`src/rtl/div_unit.sv`:
```
// Iterative RV32M DIV/DIVU/REM/REMU unit: radix-2 restoring division, one quotient bit per cycle.
// Define DIV_EARLY_OUT_EN to finish in one cycle when |divisor| > |dividend|.
module div_unit #(
    parameter int unsigned XLEN = 32
) (
    input  logic            clk,
    input  logic            reset_n,
    input  logic            in_valid,
    output logic            in_ready,
    input  logic [XLEN-1:0] a,
    input  logic [XLEN-1:0] b,
    input  logic [1:0]      op,
    input  logic            flush,
    output logic            out_valid,
    input  logic            out_ready,
    output logic [XLEN-1:0] res
);

    localparam int unsigned CW = (XLEN > 1) ? $clog2(XLEN) : 1;
    localparam logic [XLEN-1:0] MIN_NEG = {1'b1, {(XLEN-1){1'b0}}};

    typedef enum logic [1:0] {
        S_IDLE,
        S_CALC,
        S_DONE
    } state_t;

    state_t          state_q, state_d;
    logic [CW-1:0]   cnt_q, cnt_d;
    logic [XLEN-1:0] rem_q, rem_d;
    logic [XLEN-1:0] quo_q, quo_d;
    logic [XLEN-1:0] dvs_q, dvs_d;
    logic            qneg_q, qneg_d;
    logic            rneg_q, rneg_d;
    logic            sel_rem_q, sel_rem_d;
    logic [XLEN-1:0] res_q, res_d;
    logic            ovalid_q, ovalid_d;

    logic            signed_op;
    logic            a_neg, b_neg;
    logic [XLEN-1:0] a_mag, b_mag;
    logic            ovf;
    logic [XLEN:0]   rem_sh, trial;
    logic            take;
    logic [XLEN-1:0] rem_nx, quo_nx, rem_fix, quo_fix;

    // funct3[0]=1 selects the unsigned variants; funct3[1]=1 selects remainder
    assign signed_op = ~op[0];
    assign a_neg     = signed_op & a[XLEN-1];
    assign b_neg     = signed_op & b[XLEN-1];
    assign a_mag     = a_neg ? (~a + 1'b1) : a;
    assign b_mag     = b_neg ? (~b + 1'b1) : b;
    assign ovf       = signed_op && (a == MIN_NEG) && (b == '1);

    // rem < divisor always holds, so the shifted value fits in XLEN+1 bits
    assign rem_sh  = {rem_q, quo_q[XLEN-1]};
    assign trial   = rem_sh - {1'b0, dvs_q};
    assign take    = ~trial[XLEN];
    assign rem_nx  = take ? trial[XLEN-1:0] : rem_sh[XLEN-1:0];
    assign quo_nx  = {quo_q[XLEN-2:0], take};
    assign quo_fix = qneg_q ? (~quo_nx + 1'b1) : quo_nx;
    assign rem_fix = rneg_q ? (~rem_nx + 1'b1) : rem_nx;

    always_comb begin
        state_d   = state_q;
        cnt_d     = cnt_q;
        rem_d     = rem_q;
        quo_d     = quo_q;
        dvs_d     = dvs_q;
        qneg_d    = qneg_q;
        rneg_d    = rneg_q;
        sel_rem_d = sel_rem_q;
        res_d     = res_q;
        ovalid_d  = ovalid_q;

        unique case (state_q)
            S_IDLE: begin
                if (in_valid && !flush) begin
                    sel_rem_d = op[1];
                    if (b == '0) begin
                        res_d    = op[1] ? a : '1;
                        state_d  = S_DONE;
                        ovalid_d = 1'b1;
                    end else if (ovf) begin
                        res_d    = op[1] ? '0 : MIN_NEG;
                        state_d  = S_DONE;
                        ovalid_d = 1'b1;
                    end
`ifdef DIV_EARLY_OUT_EN
                    else if (b_mag > a_mag) begin
                        res_d    = op[1] ? a : '0;
                        state_d  = S_DONE;
                        ovalid_d = 1'b1;
                    end
`endif
                    else begin
                        rem_d   = '0;
                        quo_d   = a_mag;
                        dvs_d   = b_mag;
                        qneg_d  = signed_op & (a[XLEN-1] ^ b[XLEN-1]);
                        rneg_d  = signed_op & a[XLEN-1];
                        cnt_d   = CW'(XLEN - 1);
                        state_d = S_CALC;
                    end
                end
            end
            S_CALC: begin
                rem_d = rem_nx;
                quo_d = quo_nx;
                if (cnt_q == '0) begin
                    res_d    = sel_rem_q ? rem_fix : quo_fix;
                    state_d  = S_DONE;
                    ovalid_d = 1'b1;
                end else begin
                    cnt_d = cnt_q - 1'b1;
                end
            end
            S_DONE: begin
                if (out_ready) begin
                    state_d  = S_IDLE;
                    ovalid_d = 1'b0;
                end
            end
            default: begin
                state_d  = S_IDLE;
                ovalid_d = 1'b0;
            end
        endcase

        // flush wins over everything and leaves the last result in place
        if (flush) begin
            state_d  = S_IDLE;
            ovalid_d = 1'b0;
            cnt_d    = '0;
            res_d    = res_q;
        end
    end

    always_ff @(posedge clk or negedge reset_n) begin
        if (!reset_n) begin
            state_q   <= S_IDLE;
            cnt_q     <= '0;
            rem_q     <= '0;
            quo_q     <= '0;
            dvs_q     <= '0;
            qneg_q    <= 1'b0;
            rneg_q    <= 1'b0;
            sel_rem_q <= 1'b0;
            res_q     <= '0;
            ovalid_q  <= 1'b0;
        end else begin
            state_q   <= state_d;
            cnt_q     <= cnt_d;
            rem_q     <= rem_d;
            quo_q     <= quo_d;
            dvs_q     <= dvs_d;
            qneg_q    <= qneg_d;
            rneg_q    <= rneg_d;
            sel_rem_q <= sel_rem_d;
            res_q     <= res_d;
            ovalid_q  <= ovalid_d;
        end
    end

    assign in_ready  = (state_q == S_IDLE);
    assign out_valid = ovalid_q;
    assign res       = res_q;

endmodule

```
`config.mk`:
```
export PLATFORM = sky130hd
export DESIGN_NAME = div_unit
export DESIGN_NICKNAME = d
export VERILOG_FILES = /design/src/rtl/div_unit.sv
export SDC_FILE = /design/constraint.sdc
export NUM_CORES = 1
export LEC_CHECK = 0
export CAP_MARGIN = 20
export CORE_MARGIN = 2
export CORE_UTILIZATION = 60
export DETAILED_ROUTE_END_ITERATION = 10
export PLACE_DENSITY_LB_ADDON = 0.3
export SYNTH_ARGS = -nofsm -noshare
export SYNTH_HDL_FRONTEND = slang
export SYNTH_SLANG_ARGS = --single-unit
```
`constraint.sdc`:
```
create_clock -name clk -period 12.37 [get_ports clk]
set_input_delay 2.474 -clock clk [delete_from_list [all_inputs] [get_ports clk]]
set_output_delay 2.474 -clock clk [all_outputs]
set_load 0.01 [all_outputs]
```
Word level (Yosys, flattened, before mapping)
Cells that the tools add are included.

Bits in registers: 139. Latch bits: 0. Bits in writable memories: 0. Memory bits (read-only): 0. Bits of input ports: 71. Output and inout bits: 34. Word-level logic and storage cells: 102. Memories kept: 0.

$add $sub $neg: 6. Multiply operators: 0. Divide/modulo/power cells: 0. $lt $le $gt $ge: 0. Eq/ne operators: 16. Shift-type cells: 0. Muxes and demuxes: 41. Bitwise logic cells: 13. Reductions and logical operators: 16.

Operators by type and width (number): $mux W32 (18); $pmux W32 S2 (3); $add A32 B1 Y32 const B (4); $not A32 Y32 (4); $eq A32 B32 Y1 const B (2); $sub A33 B32 Y33 (1); $logic_not A32 Y1 (1); $mux W5 (5); $ne A3 B3 Y1 const B (5); $mux W2 (6); $reduce_and A4 Y1 (3); $pmux W5 S2 (1); $reduce_and A5 Y1 (2); $mux W1 (6); $ne A2 B2 Y1 const B (3); $ne A3 B1 Y1 const B (2); $pmux W2 S3 (1); $logic_not A5 Y1 (1); $not A1 Y1 (5); $sub A5 B1 Y5 const B (1); $ne A4 B1 Y1 const B (1); $and A1 B1 Y1 (3); $logic_and A1 B1 Y1 (3); $pmux W1 S3 (1); 10 further kinds (10).

Depth between registers and ports, before layout
Gate-level depths: netlist of the first run.

Word-level depth: 8. Gate-level depth with buffers: 25. Gate-level depth less buffers: 22.

Least setup slack after synthesis of the first run
OpenSTA, ideal clock, no wires.

Path kind: input port to flip-flop. From: in b[7]. To: reg res_q[30] (netlist: res[30]). Library setup time: 0.127 ns. Arrival time: 5.612 ns. Data required time: 12.243 ns. Slack: 6.630 ns. Stages on the path: 10. Path buffers: 0. Cells stage by stage: or4_4 > or4_4 > or4_4 > or2_4 > nor4_4 > o21bai_4 > or4_4 > or3_1 > o41ai_2 > nor3_1.

Word-level cells in the longest chain between the ends: 4. Elaborated cells between the ends (all ways): 8. Those cells by class: eq/ne: 2; mux: 3; reduce/logical: 3.

Ends and longest elaborated chain: start: declaration (line 11) `input logic [XLEN-1:0] b,`; $eq A32 B32 Y1 or $logic_not A32 Y1 (tied branches) (line 53, 80); $logic_and A1 B1 Y1 or $mux W32 (tied branches) (line 53, 80); $ne A3 B1 Y1 (no source line) or $mux W32 (tied branches); $reduce_and A5 Y1 (no source line) or $pmux W32 S2 (tied branches); end signal: assignment (line 160) `res_q <= res_d;`; end: declaration (line 36) `logic [XLEN-1:0] res_q, res_d;`.

Parallel ways exist; a longest one is shown, timed or not. The select of a mux whose other input is x is not followed. A chain may end at the register's enable or synchronous reset.

Worst setup path after layout of the first run
From: reg rem_q[17]. To: reg res_q[30] (netlist: res[30]).

Word-level cells in the longest chain between the ends: 8. Elaborated cells between the ends (all ways): 12. Those cells by class: add/sub: 3; mux: 6; bitwise: 3.

Ends and longest elaborated chain: start: declaration (line 30) `logic [XLEN-1:0] rem_q, rem_d;`; start signal: assignment (line 154) `rem_q <= rem_d;`; $sub A33 B32 Y33 (line 57) `assign trial = rem_sh - {1'b0, dvs_q};`; $mux W32 or $not A1 Y1 (tied branches) (line 59, 58); $not A32 Y32, on equally long branches (line 62, 61); $add A32 B1 Y32, on equally long branches (line 62, 61); $mux W32, on equally long branches (line 62, 61); $mux W32 * (line 111) `res_d = sel_rem_q ? rem_fix : quo_fix;`; $mux W32 * (line 110) `if (cnt_q == '0) begin`; $pmux W32 S2 * (line 76) `unique case (state_q)`.

Every way passes the cells marked *; elsewhere a longest branch is shown, timed or not. The select of a mux whose other input is x is not followed.

==> results of run 1 <==
## final cells by class
cell class              instances  area, µm²  area share
clock buffers                  18        439      0.0324
clock inverters                14        138      0.0101
repair buffers                119       1160      0.0854
inverters                      56        210      0.0155
flip-flops and latches        139       3480       0.256
well taps                     265        332      0.0244
multi-input cells            1250       7810       0.576
## metrics by stage
step	cells	hold WS, ns	util	instance area, µm²
3_3_place_gp	1828	0.465	0.669	13000
6_report	1861	0.481	0.699	13600
3_5_place_dp	1828	0.469	0.669	13000
4_1_cts	1860	0.483	0.699	13600
5_1_grt	1861	0.519	0.699	13600
2_1_floorplan	1533	0.450	-	11900
## cell usage in the layout (no fill, tap or decap), types with 7 or more instances in the layout
master,synthesis,layout
o21a_1,14,14
and3_1,7,7
nand2_1,187,185
a21o_1,14,14
xor2_1,61,61
nor2_1,136,136
ha_1,39,39
dfrtp_1,139,139
nor4_1,13,13
mux2_2,12,12
clkbuf_16,0,17
o211ai_1,17,17
nand3_1,15,15
nand4_1,20,20
o31ai_1,30,30
nor2b_1,8,7
o31a_1,7,7
a211oi_1,19,19
or3_1,25,25
mux2i_1,26,26
o22ai_1,27,27
a31oi_1,16,16
clkdlybuf4s50_1,0,103
a21oi_1,119,119
buf_4,3,14
o41ai_1,16,16
or4_1,10,10
nand2b_1,21,21
and2_1,7,7
inv_1,55,55
o21ai_0,182,182
xnor2_1,75,75
nor3_1,39,37
## registers in the layout, summed over array words and instances (netlist names)
name	count
cnt_q	5
dvs_q	32
out_valid	1
qneg_q	1
quo_q	32
rem_q	32
res	32
rneg_q	1
sel_rem_q	1
state_q	2
## kinds of logic (layout without fill, tap and decap cells)
| kind of cell | after synthesis | in the layout | share of synthesized area |
|---|---|---|---|
| buffers and inverters | 144 | 207 | 0.0491 |
| and+or+nand+nor | 515 | 515 | 0.208 |
| adders and majority gates | 40 | 40 | 0.0429 |
| AOI/OAI and AO/OA | 521 | 521 | 0.273 |
| muxes | 38 | 38 | 0.0334 |
| DFF | 139 | 139 | 0.294 |
| xor gates and xnor gates | 136 | 136 | 0.101 |
## power by group through the flow
stage	Combinational [µW]	Sequential, µW	Clock, µW
3_3_place_gp	1120	740	0
2_1_floorplan	789	731	0
3_5_place_dp	1150	745	0
4_1_cts	1160	738	510
6_report	1190	743	507
5_1_grt	1300	760	527
## worst max-delay path, delay by kind of cell (launching register included)
family                     cells  cell delay [ns]
and+or+nand+nor                9             2.39
adders and majority gates      2             0.75
DFF                            1             0.47
buffers and inverters          4             1.24
muxes                          2             0.77
AOI/OAI and AO/OA              3             1.24
## worst paths after layout
check	endpoint	slack (ns)	cells past startpoint
max in group asynchronous	rem_q[20]	8.88	2
setup reg to reg	res[30]	5.38	20
hold reg to reg	res[9]	0.48	2
setup / recovery	res[30]	5.38	20
hold / removal	res[9]	0.48	2
min in group asynchronous	dvs_q[29]	2.06	1
## routing by layer
metal	routed length, µm	share of wire	vias to the layer above	track usage
met5	0	0	-	0
met4	1210	0.032	0	0.115
met3	3550	0.095	103	0.0778
met2	17600	0.47	690	0.588
met1	15200	0.40	5856	0.482
li1	-	-	5676	-
==> results.sh, run 1 <==
export IMPL_avgViaCountPerCell=6.62
export IMPL_io_buffers=104
export IMPL_dr_first_iter_drc_count=1271
export IMPL_fin_skew_ns=0.0101
export IMPL_area_growth_pct=14.5
export IMPL_cp_max_fo=39
export IMPL_p_switching_uw=1060
export IMPL_seq_power_share=0.305
export IMPL_cp_arrival_ns=7.34
export IMPL_start_util=0.611
export IMPL_cts_setup_buffers=0
export IMPL_clk_latency_ns=0.43
export IMPL_syn_nets=1644
export IMPL_syn_area_mm2=0.0119
export IMPL_critPathLaunchType="flip-flop"
export IMPL_synth_area_per_cell_um2=7.73
export IMPL_drt_wl_total_mm=37.5
export IMPL_p_leak_uw=0.00541
export IMPL_period_minus_slack_ns=6.99
export IMPL_critical_path_class="reg -> reg"
export IMPL_nNetsFinal=1694
export IMPL_synth_cells=1533
export IMPL_vias=12325
export IMPL_path_cells="ha_1 -> nand4_2 -> or3_1 -> or4_1 -> a21boi_2 -> nor3_2 -> buf_4 -> nor2_4 -> buf_4 -> inv_2 -> mux2i_1 -> ha_1 -> inv_1 -> nor3_1 -> o21ai_0 -> and2_1 -> a2111oi_0 -> nand4bb_1 -> mux2_2 -> nor3_1"
export IMPL_hold_viol=0
export IMPL_rr_startpoint="rem_q[17]"
export IMPL_max_stage_delay_ns=0.78
export IMPL_ys_seq_area_frac=0.294
export IMPL_cts_buffers=17
export IMPL_critPathCaptureType="flip-flop"
export IMPL_ctsHoldBuffers=0
export IMPL_finalSetupViolations=0
export IMPL_slew_headroom=0.351
export IMPL_maxCapViolations=0
export IMPL_die_y_um=145
export IMPL_p_int_uw=1380
export IMPL_grt_overflow=0
export IMPL_fin_setup_tns_ns=0
export IMPL_min_delay_start="res[9]"
export IMPL_h_tree_depth=4
export IMPL_pre_cts_ws_ns=5.23
export IMPL_vdd_drop_max_uv=140
export IMPL_clock_path_buffers=2
export IMPL_synthArstFlopShare=1.00
export IMPL_die_x_um=145
export IMPL_dp_hpwl_mm=27.3
export IMPL_cts_resized=0
export IMPL_clk_root_buffer_cell="clkbuf_16"
export IMPL_antennaDiodeCount=0
export IMPL_synth_main_ff_cell="dfrtp_1"
export IMPL_fp_dieArea_mm2=0.0209
export IMPL_grt_max_degree=90
export IMPL_cp_required_ns=12.72
export IMPL_cts_clk_slew_worst_paths_ns=0.06
export IMPL_fill_cells=1643
export IMPL_gp_congestion=0.947
export IMPL_tightest_slew_ns=0.968
export IMPL_finalWorstSetupSlack_ns=5.38
export IMPL_synth_cell_types=79
export IMPL_grt_pass1_wl_mm=59.2
export IMPL_clock_sinks=139
export IMPL_slew_viol_final=0
export IMPL_run_status="finished, final reports clean"
export IMPL_cpMaxStageDelayCell="a2111oi_0"
export IMPL_ant_nets=0
export IMPL_synth_common_cells="nand2_1 (187), o21ai_0 (182), dfrtp_1 (139), nor2_1 (136), a21oi_1 (119)"
export IMPL_post_drt_wl_per_cell_um=20.2
export IMPL_p_clk_frac=0.208
export IMPL_power_density_mw_per_mm2=179
export IMPL_track_usage=0.361
export IMPL_antenna_found_initial=0
export IMPL_drtPass1Iterations=6
export IMPL_switching_share=0.434
export IMPL_drive_gt1_frac=0.0545
export IMPL_synth_edff_count=0
export IMPL_final_period_utilization=0.565
export IMPL_synth_largest_area_cell="dfrtp_1"
export IMPL_yosys_register_bits=139
export IMPL_worstSetupStartpoint="rem_q[17]"
export IMPL_netlist_area_leader_share=0.294
export IMPL_rows=51
export IMPL_ys_warn_count=0
export IMPL_coreArea_mm2=0.0194
export IMPL_synth_area_leaders="dfrtp_1 (29%), o21ai_0 (7.7%), nand2_1 (5.9%), xnor2_1 (5.5%), a21oi_1 (5.0%)"
export IMPL_fmaxAchievable_ghz=0.143
export IMPL_comb_power_share=0.487
export IMPL_hold_class="reg -> reg"
export IMPL_drc=0
export IMPL_grt_pass1_vias=11399
export IMPL_synth_most_common_cell="nand2_1"
export IMPL_cts_tree="built"
export IMPL_totalPowerFinal_uw=2440
export IMPL_rsz0062_at_grt="false"
export IMPL_pin_count=105
(Power assumes the default switching activity.)
==> inputs of run 2 (changes only) <==
Settings changed: CORE_UTILIZATION 60 to 54.
Clock period 12.37 ns to 5.8 ns, I/O delays scaled along.
==> run 2 against run 1 <==
  * Highest routed layer unchanged
  * Sequential share of layout area shrank 0.32 points
  * Cell area is 1.3% higher
  * Worst setup slack got worse by 5.0 ns
  * Core utilization shrank 6.6 points
  * Non-clock buffer count up 12
==> results.sh, run 2 (synthesized netlist as in run 1, its figures left out) <==
export IMPL_run_status="finished, final reports clean"
export IMPL_grt_max_degree=101
export IMPL_dp_cells=1856
export IMPL_rr_startpoint="rem_q[15]"
export IMPL_final_common_cell="nand2_1"
export IMPL_start_util=0.546
export IMPL_fp_dieArea_mm2=0.0231
export IMPL_die_x_um=152
export IMPL_drt_wl_total_mm=37.3
export IMPL_avgViaCountPerCell=6.40
export IMPL_pre_cts_ws_ns=0.207
export IMPL_slew_viol_final=0
export IMPL_p_leak_uw=0.00549
export IMPL_worstSetupStartpoint="rem_q[15]"
export IMPL_grt_overflow=0
export IMPL_fmaxAchievable_ghz=0.184
export IMPL_vias=12080
export IMPL_stdcell_count=1888
export IMPL_cts_tree="built"
export IMPL_rows=54
export IMPL_h_tree_depth=4
export IMPL_grt_pass1_wl_mm=60.4
export IMPL_coreArea_mm2=0.0217
export IMPL_cp_required_ns=6.15
export IMPL_ctsHoldBuffers=0
export IMPL_finalWorstSetupSlack_ns=0.359
export IMPL_final_cell_mix="nand2_1 (185), o21ai_0 (182), dfrtp_1 (139)"
export IMPL_cp_max_fo=8
export IMPL_dr_first_iter_drc_count=1293
export IMPL_track_usage=0.319
export IMPL_cts_buffers=17
export IMPL_final_period_utilization=0.938
export IMPL_maxCapViolations=0
export IMPL_cts_setup_buffers=0
export IMPL_post_drt_wl_per_cell_um=19.7
export IMPL_cp_arrival_ns=5.79
export IMPL_dp_hpwl_mm=27.4
export IMPL_antenna_found_initial=0
export IMPL_nNetsFinal=1706
export IMPL_clock_path_buffers=2
export IMPL_cp_endpoint="res[30]"
export IMPL_slew_headroom=0.264
export IMPL_power_density_mw_per_mm2=386
export IMPL_die_y_um=152
export IMPL_antennaDiodeCount=0
export IMPL_hold_viol=0
export IMPL_cts_resized=0
export IMPL_area_growth_pct=16.0
export IMPL_rsz0062_at_grt="false"
export IMPL_drtPass1Iterations=6
export IMPL_reg2reg_slack_ns=0.36
export IMPL_vdd_drop_max_uv=280
export IMPL_hold_class="reg -> reg"
export IMPL_tightest_slew_ns=1.10
export IMPL_r2r_cells=19
export IMPL_fin_setup_tns_ns=0
export IMPL_drive_gt1_frac=0.0616
export IMPL_ant_nets=0
export IMPL_clock_sinks=139
export IMPL_drc=0
export IMPL_critical_path_class="reg -> reg"
export IMPL_cts_clk_slew_worst_paths_ns=0.06
export IMPL_fin_skew_ns=0.00997
export IMPL_gp_congestion=1.00
export IMPL_critPathCaptureType="flip-flop"
export IMPL_reg2reg_to="res[30]"
export IMPL_clk_root_buffer_cell="clkbuf_16"
export IMPL_critPathLaunchType="flip-flop"
export IMPL_grt_pass1_vias=11276
export IMPL_finalSetupViolations=0
export IMPL_clk_latency_ns=0.43
export IMPL_period_minus_slack_ns=5.44
export IMPL_pin_count=105
export IMPL_io_buffers=104
run 2: cell types whose count changed in the layout (fill, tap and decap cells not counted), sizes merged:
cell      change
clkinv        -4
bufinv        +2
clkbuf        +1
buf          +12
clkinvlp      +1
run 2: critical path, stage by stage (launching register included):
cell	delay [ns]
dfrtp_1	0.43
ha_1	0.45
nand2_1	0.18
or3_1	0.41
or4_1	0.53
a21boi_2	0.25
o21a_1	0.20
nor2_4	0.06
inv_2	0.11
mux2i_1	0.31
ha_1	0.23
inv_1	0.08
nor3_1	0.38
o21ai_0	0.20
and2_1	0.21
a2111oi_1	0.55
buf_4	0.21
nand4bb_1	0.12
mux2_2	0.30
nor3_1	0.17
run 2: where the power goes:
part           leakage (µW)  internal [µW]  switching [µW]
clock              0.000301            703             463
sequential          0.00172           1300             310
combinational       0.00347           1060            1460
run 2: layer usage:
metal,vias up,track usage,routed length [µm]
met3,109,0.0651,3300
met1,5686,0.436,15600
met2,605,0.502,17000
li1,5680,-,-
met4,0,0.117,1360
met5,-,0,0
run 2: worst min-delay path by stage:
| stage | to | startpoint | slack [ns] | cells after the start |
|---|---|---|---|---|
| after global routing | res[21] | res[21] | 0.52 | 2 |
| final | res[2] | res[2] | 0.48 | 2 |
| after detailed placement | res[2] | res[2] | 0.47 | 2 |
| after floorplan | dvs_q[31] | dvs_q[31] | 0.45 | 2 |
| after CTS | res[2] | res[2] | 0.48 | 2 |
| after global placement | res[9] | res[9] | 0.46 | 2 |
run 2: metrics by stage:
stage          utilization  hold slack, ns  cell area [µm²]  total power, µW
5_1_grt              0.634           0.524            13700             5650
3_3_place_gp         0.605           0.465            13100             4030
6_report             0.634           0.480            13700             5300
4_1_cts              0.633           0.484            13700             5260
2_1_floorplan            -           0.450            11900             3240
3_5_place_dp         0.605           0.471            13100             4080
run 2: final cells by class:
cell class,instances,area [µm²]
Inverter,56,210
Clock inverter,13,164
Fill cell,1943,7950
Sequential cell,139,3480
Clock buffer,19,453
Multi-Input combinational cell,1250,7820
Timing Repair Buffer,131,1270
Tap cell,280,350
